===== src/rtl/arena_seeder.sv =====
// arena_seeder: fills an ARENA_WIDTH x ARENA_HEIGHT cell arena row by row from
// a 32-bit Galois LFSR. Each cell consumes DENSITY_BITS LFSR steps and is alive
// when the resulting low bits fall below the captured density threshold.
// Optional feature macro: ARENA_SEEDER_MIRROR_EN enables horizontally
// symmetric rows (only the left half is generated, the right half mirrors it).
module arena_seeder #(
  parameter int ARENA_WIDTH  = 48,
  parameter int ARENA_HEIGHT = 10,
  parameter int DENSITY_BITS = 4
) (
  input  logic                    clk,
  input  logic                    reset_n,
  input  logic                    start,
  input  logic                    abort,
  output logic                    ready,
  input  logic [31:0]             seed,
  input  logic [DENSITY_BITS:0]   density,
  input  logic                    mirror,
  output logic [7:0]              arena_row_select,
  output logic [ARENA_WIDTH-1:0]  arena_columns_new,
  output logic                    arena_columns_write
);

  localparam int             CW        = $clog2(ARENA_WIDTH);
  localparam logic [CW-1:0]  COL_LAST  = CW'(ARENA_WIDTH - 1);
  localparam logic [CW-1:0]  HALF_LAST = CW'((ARENA_WIDTH + 1) / 2 - 1);
  localparam logic [7:0]     ROW_LAST  = 8'(ARENA_HEIGHT - 1);
  // x^32 + x^22 + x^2 + x + 1, right-shifting Galois form
  localparam logic [31:0]    POLY      = 32'h8020_0003;

`ifdef ARENA_SEEDER_MIRROR_EN
  localparam bit MIRROR_EN = 1'b1;
`else
  localparam bit MIRROR_EN = 1'b0;
`endif

  typedef enum logic [1:0] {S_IDLE, S_FILL, S_WRITE} state_t;

  state_t                 state_q, state_d;
  logic [31:0]            lfsr_q, lfsr_adv;
  logic [DENSITY_BITS:0]  density_q;
  logic                   mirror_q;
  logic [CW-1:0]          col_q;
  logic [7:0]             row_q;
  logic [ARENA_WIDTH-1:0] row_buf_q, row_fill;
  logic                   alive, last_cell;

  assign ready               = (state_q == S_IDLE);
  // An abort landing on the WRITE cycle must kill that very write.
  assign arena_columns_write = (state_q == S_WRITE) && !abort;

  // LFSR advance by DENSITY_BITS steps, cell decision and row-buffer update.
  always_comb begin
    // NOTE: every variable gets a default before any branch, so no latch can be inferred.
    lfsr_adv = lfsr_q;
    for (int i = 0; i < DENSITY_BITS; i++) begin
      lfsr_adv = lfsr_adv[0] ? ((lfsr_adv >> 1) ^ POLY) : (lfsr_adv >> 1);
    end
    alive     = ({1'b0, lfsr_adv[DENSITY_BITS-1:0]} < density_q);
    last_cell = (col_q == (mirror_q ? HALF_LAST : COL_LAST));
    row_fill  = row_buf_q;
    row_fill[col_q] = alive;
    if (mirror_q) row_fill[COL_LAST - col_q] = alive;
  end

  // Next-state logic; abort wins over everything, including a pending start.
  always_comb begin
    state_d = state_q;
    unique case (state_q)
      S_IDLE:  if (start && !abort) state_d = S_FILL;
      S_FILL:  if (abort) state_d = S_IDLE;
               else if (last_cell) state_d = S_WRITE;
      S_WRITE: if (abort || row_q == ROW_LAST) state_d = S_IDLE;
               else state_d = S_FILL;
      default: state_d = S_IDLE;
    endcase
  end

  // State register.
  always_ff @(posedge clk or negedge reset_n) begin
    // NOTE: sequential state uses non-blocking assignments so every flop samples pre-edge values.
    if (!reset_n) state_q <= S_IDLE;
    else          state_q <= state_d;
  end

  // Datapath: parameter capture on start, per-cell fill, output row latch on WRITE entry.
  always_ff @(posedge clk or negedge reset_n) begin
    if (!reset_n) begin
      lfsr_q            <= 32'h0000_0001;
      density_q         <= '0;
      mirror_q          <= 1'b0;
      col_q             <= '0;
      row_q             <= '0;
      row_buf_q         <= '0;
      arena_row_select  <= '0;
      arena_columns_new <= '0;
    end else begin
      unique case (state_q)
        S_IDLE: begin
          if (state_d == S_FILL) begin
            lfsr_q    <= (seed == 32'd0) ? 32'h0000_0001 : seed;
            density_q <= density;
            mirror_q  <= mirror & MIRROR_EN;
            col_q     <= '0;
            row_q     <= '0;
          end
        end
        S_FILL: begin
          // Every column is rewritten each row, so the buffer needs no clearing between rows.
          lfsr_q    <= lfsr_adv;
          row_buf_q <= row_fill;
          col_q     <= col_q + 1'b1;
          if (state_d == S_WRITE) begin
            col_q             <= '0;
            arena_columns_new <= row_fill;
            arena_row_select  <= row_q;
          end
        end
        S_WRITE: row_q <= row_q + 8'd1;
        default: ;
      endcase
    end
  end

endmodule


===== config.mk =====
export PLATFORM = sky130hd
export DESIGN_NAME = arena_seeder
export DESIGN_NICKNAME = d
export VERILOG_FILES = /design/src/rtl/arena_seeder.sv
export SDC_FILE = /design/constraint.sdc
export NUM_CORES = 1
export LEC_CHECK = 0
export CAP_MARGIN = 20
export CORE_ASPECT_RATIO = 1.2
export CORE_MARGIN = 4
export CORE_UTILIZATION = 49
export DETAILED_ROUTE_END_ITERATION = 12
export PLACE_DENSITY = 0.74
export REMOVE_ABC_BUFFERS = 1
export SYNTH_ARGS = -nofsm -noshare
export SYNTH_HDL_FRONTEND = slang
export SYNTH_SLANG_ARGS = --single-unit

===== constraint.sdc =====
create_clock -name clk -period 2.68 [get_ports clk]
set_clock_uncertainty 0.1 [all_clocks]
set_input_delay 0.67 -clock clk [delete_from_list [all_inputs] [get_ports clk]]
set_output_delay 0.67 -clock clk [all_outputs]
set_load 0.01 [all_outputs]

==> results.yml, run 1 <==
critical_path:
  cp_num_buf_inv: 1
  critPathRequiredTime_ns: 2.90
  cpLargestDelayFamily: "flip-flops"
  crit_path_end_kind: "register"
  max_stage_delay_ns: 0.54
  arrival_ns: 2.82
  critPathKind: "reg -> reg"
  critPathLaunchType: "register"
  r2r-start: "lfsr_q[0]"
  slowest_stage: "dfstp_2"
  path_cells: "xnor3_1 -> xnor2_2 -> ha_4 -> or3_4 -> a21oi_4 -> a311oi_4 -> buf_12 -> o31ai_1"
  crit_path_start: "lfsr_q[0]"
  rrSetupSlack_ns: 0.08
  cp_max_fo: 11
yosys:
  synth_cells: 711
  synth_seq_area_share_pct: 55.8
  yosysWarnings: 0
  ys_types: 57
  synth.most_common_cell: "dfrtp_1"
  syn_avg_cell_area_um2: 9.91
  synth_top_cell_area_share_pct: 55.4
  yosys-top-cells-count: "dfrtp_1 (156), o21ai_0 (132), nand2_1 (90), clkbuf_1 (31), nor2_1 (28)"
  synth_area_mm2: 0.00705
  synth_top_cell_by_area: "dfrtp_1"
  ys.flop_type: "dfrtp_1"
  synth-seq-cells: 157
  async_flop_share_pct: 100
  synth_area_leaders: "dfrtp_1 (55%), o21ai_0 (9.4%), nand2_1 (4.8%)"
  synth-edff-count: 0
route:
  postRouteAntennaNets: 0
  dr.pass1.iters: 6
  drt_iter0_drc: 507
  remaining_drc_errors: 0
  routed_wl_um: 16800
  viasPerCell: 5.94
  routedWlPerCell_um: 17.2
  via_count: 5808
status:
  outcome: "complete, no violations"
clock_tree:
  cts_tree: "done"
  clock_latency_ns: 0.42
  cts_buffers: 17
  cts_sinks: 157
  clkTransAtPathRegs_ns: 0.06
  cts_max_level: 4
  cts_hold_buf: 0
  clk_path_buf_depth: 2
  root_buffer: "clkbuf_16"
power:
  p_per_area_mw_per_mm2: 724
  ir_drop_mv: 0.450
  leakagePower_uw: 0.00390
layout:
  antennaDiodeCount: 0
  fin_area_mm2: 0.00902
  multi_input_area_mm2: 0.00291
  fill_cells: 1116
  synthToLayoutAreaGrowth_pct: 28.0
  drive_above_1_share_pct: 11.5
  num-nets-final: 843
  regArea_mm2: 0.00393
sta:
  tns_ns: 0
  finalSetupViolCount: 0
  fin_crit_sh_pct: 97.0
  fin_crit_ns: 2.60
  max_clock_freq_ghz: 0.385
  maxSlewHeadroom_pct: 40.8
  timing_hold_violations_final: 0
  rsz0062_at_grt: "yes"
  slew_viol_final: 0
  worstMarginPinSlew_ns: 0.881
floorplan:
  core_area_mm2: 0.0139
  dieArea_mm2: 0.0164
  die_h_um: 139
  start_util_pct: 50.6
  rows: 47
  ios: 100
  fp.dieW_um: 117
global_routing:
  grtUsageTotal_pct: 20.6
  grt_start_max_net_pins: 72
  grt.overflow.total: 0
  grt_pass1_vias: 5602
  antenna_found_initial: 0
  grt_pass1_wl_um: 27800
place:
  post_dp_cell_area_mm2: 0.00824
  port_buffers: 98
  gpl.final_weighted_congestion: 0.803
  dp_hpwl_um: 11300
flow_run:
  maxCapViolations: 0
hold_path:
  worstHoldPathType: "in -> async"
where the power goes:
group          switching, uW  total (uW)  internal (uW)  leakage [uW]
logic                    718        1340            618       0.00150
registers                176        2780           2600       0.00211
clock network            893        2420           1520      0.000289
per-stage QoR:
stage | setup WS [ns] | utilization, % | cells | power, uW | hold slack (ns)
2_1_floorplan | -1.67 | - | 651 | 3460 | 0.274
3_3_place_gp | -0.140 | 59.1 | 942 | 3890 | 0.351
3_5_place_dp | -0.234 | 59.1 | 942 | 3950 | 0.357
4_1_cts | -0.00999 | 64.2 | 978 | 6550 | 0.0892
5_1_grt | -0.0601 | 64.7 | 977 | 6830 | 0.109
6_report | 0.0793 | 64.7 | 977 | 6530 | 0.0838
layer usage:
metal | part of all wire (%) | global-route usage, % | up-vias
met5 | 0 | 0 | -
met4 | 2.3 | 9.20 | 0
met3 | 5.2 | 4.71 | 34
met2 | 49 | 33.6 | 201
met1 | 43 | 26.6 | 2829
li1 | - | - | 2744
cell type report:
class | instances | share of cell area (%)
sequential | 157 | 43.6
clock inverter | 7 | 1.25
tap | 171 | 2.37
clock buffer | 23 | 5.30
timing repair buffer | 125 | 14.1
multi-input combinational | 466 | 32.3
inverter | 28 | 1.17
sequential cells by signal (all words and copies together), names as in the netlist:
register           flops
arena_row_select       8
col_q                  6
arena_columns_new     48
row_buf_q             48
density_q              5
lfsr_q                32
state_q                2
row_q                  8
cells in the final DEF (no fill, tap or decap), types with 4 or more instances in the layout:
master and instances:
clkdlybuf4s50_1 97, o211ai_1 8, o31ai_2 10, a21oi_1 23, nor2_1 28, nor3_1 4
and3_1 4, a222oi_1 21, o31ai_1 14, nor4_1 10, inv_1 27, nand4_1 6
dfrtp_1 156, nand2_1 89, or3_1 6, ha_1 5, o21ai_0 132, buf_12 5
buf_4 20, clkbuf_16 18, a31oi_1 24, mux2i_1 5, xnor2_1 5, nand3b_1 6
mux2_2 5, o22ai_1 4, nand3_1 6
cell families (layout without fill, tap and decap cells):
logic type | count (synthesis) | in the layout | share of synthesized area [%]
flip-flops | 157 | 157 | 55.8
adder cells (fa/ha/maj) | 6 | 6 | 1.07
XOR/XNOR | 11 | 11 | 1.78
AO/OA/AOI/OAI | 252 | 252 | 21.8
multiplexers | 10 | 10 | 1.51
AND/OR/NAND/NOR | 187 | 187 | 12.8
buffers and inverters | 88 | 183 | 5.22
path summary, 6_finish.rpt:
check	end	depth (start not counted)
hold / removal	arena_columns_new[3]	1
setup reg to reg	row_buf_q[6]	8
hold reg to reg	arena_columns_new[41]	2
min in group clk	arena_columns_new[41]	2
max in group asynchronous	lfsr_q[0]	2
setup / recovery	row_buf_q[6]	8
timing repair:
action | 4_1_cts | 5_1_grt
endpoints found under the setup margin | 52 | 34
gates cloned | 2 | 0
pin swaps | 3 | 0
resized for setup | 7 | 19
buffers inserted | 4 | 0
(Power assumes the default switching activity.)
==> run 2, diff against run 1 <==
- ABC_CLOCK_PERIOD_IN_PS: default -> 2680
- SKIP_LAST_GASP: default -> 1
==> results.yml, run 2 (synthesis results as in run 1) <==
clock_tree:
  cts_buffers: 17
  cts_max_level: 4
  clock_latency_ns: 0.42
  clkTransAtPathRegs_ns: 0.06
  cts_tree: "done"
  root_buffer: "clkbuf_16"
  cts_hold_buf: 0
  cts_sinks: 157
  clk_path_buf_depth: 2
sta:
  finalWorstSetupSlack_ns: 0.0724
  worstMarginPinSlew_ns: 0.879
  rsz0062_at_grt: "yes"
  fin_crit_sh_pct: 97.3
  fin_crit_ns: 2.61
  tns_ns: 0
  finalSetupViolCount: 0
  maxSlewHeadroom_pct: 40.9
  timing_hold_violations_final: 0
  slew_viol_final: 0
  max_clock_freq_ghz: 0.383
critical_path:
  critPathLaunchType: "register"
  max_stage_delay_ns: 0.54
  cp_num_buf_inv: 1
  critPathRequiredTime_ns: 2.90
  cpLargestDelayFamily: "flip-flops"
  critPathKind: "reg -> reg"
  slowest_stage: "dfstp_2"
  crit_path_end_kind: "register"
  path_cells: "xnor3_1 -> xnor2_2 -> ha_4 -> or3_4 -> a21oi_4 -> a311oi_4 -> buf_6 -> o31ai_1"
  arrival_ns: 2.83
  cp_max_fo: 18
floorplan:
  rows: 47
  core_area_mm2: 0.0139
  ios: 100
  dieArea_mm2: 0.0164
  start_util_pct: 50.6
  fp.dieW_um: 117
  die_h_um: 139
global_routing:
  antenna_found_initial: 0
  grt_pass1_vias: 5602
  grt_start_max_net_pins: 72
  grt_pass1_wl_um: 27800
  grt.overflow.total: 0
  grtUsageTotal_pct: 20.6
place:
  port_buffers: 98
  dp_hpwl_um: 11300
  placed_cells: 942
  dp_slack_ns: -0.234
  gpl.final_weighted_congestion: 0.803
layout:
  fin_cells: 977
  synthToLayoutAreaGrowth_pct: 27.1
  regArea_mm2: 0.00393
  top_regs: "arena_columns_new: 48 flops, row_buf_q: 48 flops, lfsr_q: 32 flops"
  num-nets-final: 843
  drive_above_1_share_pct: 10.3
  antennaDiodeCount: 0
  multi_input_area_mm2: 0.00285
  most-common-layout-cells: "dfrtp_1 (156), o21ai_0 (132), clkdlybuf4s50_1 (97)"
  fill_cells: 1131
  final_common_cell: "dfrtp_1"
route:
  dr.pass1.iters: 7
  postRouteAntennaNets: 0
  routed_wl_um: 16700
  remaining_drc_errors: 0
  via_count: 5761
  viasPerCell: 5.90
  drt_iter0_drc: 555
  routedWlPerCell_um: 17.1
flow_run:
  maxCapViolations: 0
status:
  outcome: "complete, no violations"
power:
  leakagePower_uw: 0.00388
  ir_drop_mv: 0.450
  p_per_area_mw_per_mm2: 725
hold_path:
  worstHoldPathType: "in -> async"
-- run 2: path summary, 6_finish.rpt --
kind | startpoint | endpoint | slack [ns] | cells after the start
worst max-delay path | lfsr_q[0] | row_buf_q[42] | 0.07 | 8
worst min-delay path | reset_n | arena_columns_new[3] | 0.08 | 1
worst max register to register | lfsr_q[0] | row_buf_q[42] | 0.07 | 8
worst min register to register | arena_columns_new[41] | arena_columns_new[41] | 0.36 | 2
max in group asynchronous | reset_n | lfsr_q[0] | 1.65 | 2
min in group clk | arena_columns_new[41] | arena_columns_new[41] | 0.36 | 2
-- run 2: per-stage QoR --
step                total power, uW  area (um^2)  util [%]  hold WS (ns)
finish                         6500         8960      64.3        0.0842
detailed placement             3950         8240      59.1         0.357
global placement               3890         8240      59.1         0.351
CTS                            6550         8940      64.2        0.0892
global route                   6790         8960      64.3         0.109
floorplan                      3460         6780         -         0.274
-- run 2: cell type report --
class,count,share of cell area (%)
Inverter,28,1.17
Clock buffer,23,5.34
Clock inverter,7,1.26
Multi-Input combinational cell,466,31.8
Timing Repair Buffer,125,14.2
Tap cell,171,2.39
Sequential cell,157,43.9
-- run 2: repair_timing --
action                                  4_1_cts  5_1_grt
buffers inserted                              4        0
resized for setup                             7        7
endpoints found under the setup margin       52       34
endpoints found under the hold margin         0        0
cloned                                        2        0
pin swaps                                     3        0
-- run 2: worst register-to-register path: stages (launching register included) --
cell and delay [ns]:
dfstp_2 0.54, xnor3_1 0.26, xnor2_2 0.22, ha_4 0.24, or3_4 0.39, a21oi_4 0.19, a311oi_4 0.10, buf_6 0.23
o31ai_1 0.25
-- run 2: metal layers --
layer / track usage [%] / vias up / part of all wire, %
met5: 0 / - / 0
li1: - / 2744 / -
met3: 4.71 / 37 / 5.5
met2: 33.6 / 202 / 49
met4: 9.20 / 0 / 2.6
met1: 26.6 / 2778 / 43
-- run 2: power breakdown --
part | switching [uW] | internal (uW)
combinational | 693 | 611
clock | 888 | 1520
sequential | 176 | 2600
total | 1760 | 4740
